--- config.mk ---
export PLATFORM = sky130hd
export DESIGN_NAME = jt89_wr_sched
export DESIGN_NICKNAME = d
export VERILOG_FILES = /design/src/rtl/jt89_wr_sched.sv
export SDC_FILE = /design/constraint.sdc
export NUM_CORES = 1
export LEC_CHECK = 0
export BUFFER_PORTS_ARGS = -buffer_cell sky130_fd_sc_hd__buf_2
export CAP_MARGIN = 15
export CORE_MARGIN = 5
export CORE_UTILIZATION = 55
export DETAILED_ROUTE_END_ITERATION = 16
export PLACE_DENSITY = 0.79
export SLEW_MARGIN = 40
export SYNTH_ARGS = -nofsm -noshare
export SYNTH_HDL_FRONTEND = slang
export SYNTH_SLANG_ARGS = --single-unit
--- constraint.sdc ---
create_clock -name clk -period 2.5 [get_ports clk]
set_input_delay 0.125 -clock clk [delete_from_list [all_inputs] [get_ports clk]]
set_output_delay 0.125 -clock clk [all_outputs]
set_load 0.05 [all_outputs]
--- src/rtl/jt89_wr_sched.sv ---
// jt89_wr_sched: arbitrates two register-level requesters plus a "mute all"
// request onto the jt89 PSG byte write bus (wr_n/din). It paces each byte as
// WR_LOW cycles low and WR_HIGH cycles high. Tone writes go out as two bytes
// that are never split by another command.
module jt89_wr_sched #(
  parameter int WR_LOW  = 2,
  parameter int WR_HIGH = 2
) (
  input  logic       clk,
  input  logic       rst_n,
  input  logic       a_valid,
  output logic       a_ready,
  input  logic [2:0] a_reg,
  input  logic [9:0] a_data,
  input  logic       b_valid,
  output logic       b_ready,
  input  logic [2:0] b_reg,
  input  logic [9:0] b_data,
  input  logic       mute,
  output logic       mute_done,
  output logic       busy,
  output logic       wr_n,
  output logic [7:0] din
);

  typedef enum logic [1:0] {S_IDLE, S_LOW, S_HIGH} state_t;

  localparam logic [3:0] LOW_LD  = 4'(WR_LOW - 1);
  localparam logic [3:0] HIGH_LD = 4'(WR_HIGH - 1);
  localparam bit         HIGH1   = (WR_HIGH == 1);

  state_t          r_state;
  logic [3:0]      r_phase;
  logic [3:0][7:0] r_bytes;
  logic [1:0]      r_idx;
  logic [1:0]      r_last;
  logic            r_is_mute;
  logic            r_rr;        // 0: A wins a tie, 1: B wins a tie
  logic            r_mute_pend;
  logic            r_wr_n;
  logic [7:0]      r_din;
  logic            r_mute_done;

  logic       w_idle, w_a_ready, w_b_ready, w_tone, w_last, w_mdone_nxt, w_mute_act;
  logic [2:0] w_reg;
  logic [9:0] w_data;
  logic [7:0] w_b0, w_b1;

  // Arbitration and byte encoding for the command that would be accepted now
  always_comb begin
    w_idle      = (r_state == S_IDLE);
    w_a_ready   = w_idle & ~r_mute_pend & a_valid & (~b_valid | ~r_rr);
    w_b_ready   = w_idle & ~r_mute_pend & b_valid & (~a_valid |  r_rr);
    w_reg       = w_a_ready ? a_reg  : b_reg;
    w_data      = w_a_ready ? a_data : b_data;
    w_tone      = ~w_reg[0] & (w_reg != 3'd6);
    w_b0        = {1'b1, w_reg, w_data[3:0]};
    w_b1        = {2'b00, w_data[9:4]};
    w_last      = (r_idx == r_last);
    w_mute_act  = r_is_mute & ~w_idle;
    // mute_done is registered, so raise it one cycle ahead of the final HIGH cycle
    w_mdone_nxt = r_is_mute & w_last &
                  (((r_state == S_LOW) & (r_phase == 4'd0) & HIGH1) |
                   ((r_state == S_HIGH) & (r_phase == 4'd1)));
  end

  assign a_ready   = w_a_ready;
  assign b_ready   = w_b_ready;
  assign busy      = ~w_idle | r_mute_pend;
  assign wr_n      = r_wr_n;
  assign din       = r_din;
  assign mute_done = r_mute_done;

  // Write sequencer: IDLE picks the next job, then LOW/HIGH pace each byte
  always_ff @(posedge clk or negedge rst_n) begin
    if (!rst_n) begin
      r_state     <= S_IDLE;
      r_phase     <= 4'd0;
      r_bytes     <= '0;
      r_idx       <= 2'd0;
      r_last      <= 2'd0;
      r_is_mute   <= 1'b0;
      r_rr        <= 1'b0;
      r_mute_pend <= 1'b0;
      r_wr_n      <= 1'b1;
      r_din       <= 8'h00;
      r_mute_done <= 1'b0;
    end else begin
      r_mute_done <= w_mdone_nxt;
      // A mute that arrives while one is running is absorbed
      if (mute && !w_mute_act) r_mute_pend <= 1'b1;
      case (r_state)
        S_IDLE: begin
          if (r_mute_pend) begin
            r_mute_pend <= 1'b0;
            r_bytes     <= {8'hFF, 8'hDF, 8'hBF, 8'h9F};
            r_last      <= 2'd3;
            r_idx       <= 2'd0;
            r_is_mute   <= 1'b1;
            r_din       <= 8'h9F;
            r_wr_n      <= 1'b0;
            r_phase     <= LOW_LD;
            r_state     <= S_LOW;
          end else if (w_a_ready || w_b_ready) begin
            r_bytes   <= {8'h00, 8'h00, w_b1, w_b0};
            r_last    <= w_tone ? 2'd1 : 2'd0;
            r_idx     <= 2'd0;
            r_is_mute <= 1'b0;
            r_din     <= w_b0;
            r_wr_n    <= 1'b0;
            r_phase   <= LOW_LD;
            r_state   <= S_LOW;
            r_rr      <= w_a_ready;
          end
        end
        S_LOW: begin
          if (r_phase == 4'd0) begin
            r_wr_n  <= 1'b1;
            r_phase <= HIGH_LD;
            r_state <= S_HIGH;
          end else begin
            r_phase <= r_phase - 4'd1;
          end
        end
        S_HIGH: begin
          if (r_phase != 4'd0) begin
            r_phase <= r_phase - 4'd1;
          end else if (w_last) begin
            r_state   <= S_IDLE;
            r_is_mute <= 1'b0;
          end else begin
            r_idx   <= r_idx + 2'd1;
            r_din   <= r_bytes[r_idx + 2'd1];
            r_wr_n  <= 1'b0;
            r_phase <= LOW_LD;
            r_state <= S_LOW;
          end
        end
        default: r_state <= S_IDLE;
      endcase
    end
  end

endmodule
==> reports/qor.yml <==
run_status:
  status: "completed"
synthesis:
  syn_inst: 233
  yosysSeqAreaShare_pct: 39.7
  avgSynthCellArea_um2: 10.0
  synth_edf_count: 0
  ys_types: 53
  synth_ff_type: "dfrtp_1"
  ys_ff_latch: 37
  yosysWarnings: 0
  ys_async_sr_fraction_pct: 100
  synth_nets: 272
  syn_area_mm2: 0.00234
cells_and_area:
  antennaDiodeCount: 0
  layout.nets: 317
  final_cell_mix: "42 x buf_2, 36 x dfrtp_1, 26 x mux2i_1"
  drive_above_1_share_pct: 29.9
  final_common_cell: "buf_2"
  postLayoutCellArea_mm2: 0.00268
  stdcell_count: 328
  syn2layout_area_growth_pct: 14.6
route:
  drtIter0Drc: 111
  drc_errors: 0
  ant_nets: 0
  first_pass_iters: 4
  wl_um: 5210
  drt-wirelength-per-cell_um: 15.9
  num_vias: 1912
  vias_per_cell: 5.83
placement:
  dpl_worst_slack_ps: 366
  io_buffers: 43
  place_hpwl_um: 3980
  placedInstanceArea_mm2: 0.00258
  globalplace.congestion: 0.882
  placedCellCount: 320
clock_network:
  tritoncts: "yes"
  cts.sinks: 37
  cts_resized: 0
  insertion_delay_ps: 290
  cts-root-buf: "clkbuf_8"
  path_clk_slew_ps: 70
  cts_buffer_depth: 2
  cts_buffers: 5
  htree_levels: 2
power:
  p_int_mw: 1.86
  vdd_drop_max_uv: 594
  p_comb_share_pct: 57.3
  p_clk_share_pct: 12.4
  p_sw_share_pct: 45.4
  p_switching_mw: 1.55
  p_seq_share_pct: 30.3
  cellLeakagePower_nw: 1.20
  powerDensity_mw_per_mm2: 1270
critical_path:
  required_ps: 2380
  crit_fanout: 10
  cpMostUsedCell: "inv_1"
  regToRegSetupSlack_ps: 320
  setup.worst_path.end_class: "output pin"
  cp.arrival_ps: 2150
  path_cells: "inv_1 -> ha_1 -> and3b_2 -> nand2_2 -> inv_1 -> buf_2"
  reg2regPathDepth: 6
  cp_slowest_stage_delay_ps: 440
  crit_type: "reg2out"
  crit_path_top_delay_cell: "dfrtp_1"
  r2r-start: "r_state[0]$_DFFE_PN0P_"
  startpoint_type: "flop"
  r2r-end: "din[0]$_DFFE_PN0P_"
global_routing:
  gr-total-overflow: 0
  grt_pass1_vias: 1892
  use_met3_pct: 6.41
  grtUsageMet2_pct: 28.8
  track_usage_pct: 21.4
  grt_max_degree: 38
  met1_usage_pct: 32.4
  antenna_found_initial: 0
  grt-busiest-layer: "met1"
  grt_pass1_wl_um: 9130
timing:
  max_slew_margin_pct: 68.8
  setup_violations: 0
  clock_skew_ps: 5.13
  fin_tns_setup_ps: 0
  slew_violations: 0
  finalCriticalPeriod_ps: 2280
  rsz0062_at_grt: "no"
  fmax_mhz: 439
  fin_crit_sh_pct: 91.1
  setup_ws_ps: 223
  tightest_slew_ps: 466
  hold_viol: 0
die:
  placementRows: 23
  start_util_pct: 57.6
  die_height_um: 75.2
  floorplan.core_area_mm2: 0.00406
  dieArea_mm2: 0.00565
  pin_count: 44
  die_w_um: 75.2
min_path:
  min_from: "mute"
  hold_path_end: "r_mute_pend$_DFF_PN0_"
  hp-class: "in2reg"
  whs_path_depth: 3
run:
  maxCapViolCount: 0
==> worst max-delay path by stage <==
stage	startpoint	endpoint	slack [ps]
after floorplan	r_state[0]$_DFFE_PN0P_	din[5]$_DFFE_PN0P_	300
after global placement	r_state[0]$_DFFE_PN0P_	din[3]$_DFFE_PN0P_	450
after global routing	r_state[0]$_DFFE_PN0P_	a_ready	40
after detailed placement	r_state[0]$_DFFE_PN0P_	din[0]$_DFFE_PN0P_	370
after CTS	r_state[0]$_DFFE_PN0P_	a_ready	240
final	r_state[0]$_DFFE_PN0P_	a_ready	220
==> registers in the layout, indices dropped and copies added, names as in the netlist <==
register and flops:
r_rr 1, r_is_mute 1, wr_n 1, r_idx 2
r_state 2, r_bytes 15, mute_done 1, r_last 1
din 8, r_phase 4, r_mute_pend 1
==> synthesized netlist by cell type, types with 3 or more instances <==
| cell | number | area share, % |
|---|---|---|
| ha_1 | 8 | 4.3 |
| a31oi_1 | 4 | 1.1 |
| nand2_1 | 13 | 2.1 |
| a32oi_1 | 4 | 1.5 |
| mux2i_1 | 26 | 11 |
| nor3_1 | 3 | 0.64 |
| mux2_2 | 8 | 3.9 |
| mux2_4 | 6 | 3.9 |
| buf_2 | 5 | 1.1 |
| nand3b_1 | 3 | 0.96 |
| nand3_1 | 13 | 2.8 |
| dfrtp_1 | 36 | 39 |
| clkbuf_1 | 3 | 0.48 |
| a21oi_1 | 7 | 1.5 |
| o21ai_0 | 19 | 4.1 |
| inv_1 | 9 | 1.4 |
| nor3b_1 | 3 | 0.96 |
| nor2_1 | 19 | 3.1 |
==> power by group through the flow <==
stage | combinational [mW] | clock [mW] | sequential [mW]
2_1_floorplan | 1.41 | 0 | 1.20
4_1_cts | 1.95 | 0.436 | 1.03
3_5_place_dp | 1.94 | 0 | 1.04
6_report | 1.95 | 0.422 | 1.03
5_1_grt | 2.16 | 0.464 | 1.06
3_3_place_gp | 1.90 | 0 | 1.03
==> critical path: cells and delay by family, from the launching register on <==
kind	cells	cell delay (ps)
buf+inv	3	570
simple gates	2	530
flops	1	440
fa+ha+maj	1	320
==> cell families (layout without fill, tap and decap cells) <==
kind of cell / Yosys count / in the layout / share of synthesized area (%)
buffers and inverters: 22 / 67 / 5.19
AOI/OAI and AO/OA: 51 / 51 / 14.2
xor gates and xnor gates: 2 / 2 / 0.750
DFF: 37 / 37 / 39.7
muxes: 40 / 40 / 18.9
adders and majority gates: 8 / 8 / 4.29
and+or+nand+nor: 73 / 73 / 17.0
==> repair_timing <==
item / CTS / global route
endpoints found under the setup margin: 0 / 0
setup buffers: 0 / 0
endpoints found under the hold margin: 36 / 0
hold buffers: 1 / 0
==> metrics by stage <==
stage                     utilization, %  hold slack [ps]  total power, mW
after floorplan                        -             -171             2.61
after global placement              63.6              259             2.92
after detailed placement            63.6              269             2.98
after CTS                           65.9             98.2             3.41
after global routing                66.0              106             3.69
final                               66.0              102             3.40
==> layout make-up <==
class                   instances  area, um^2
clock buffers                   7        86.3
fillers                       327        1380
inverters                       9        33.8
multi-input cells             174        1290
flip-flops and latches         37         927
well taps                      50        62.6
repair buffers                 51         280
==> metal layers <==
metal	share of wire [%]	vias up
met2	43	75
met5	0	-
met4	1.4	0
met1	47	896
met3	8.5	7
li1	-	934
No activity file was read; power rests on OpenSTA's default activity.
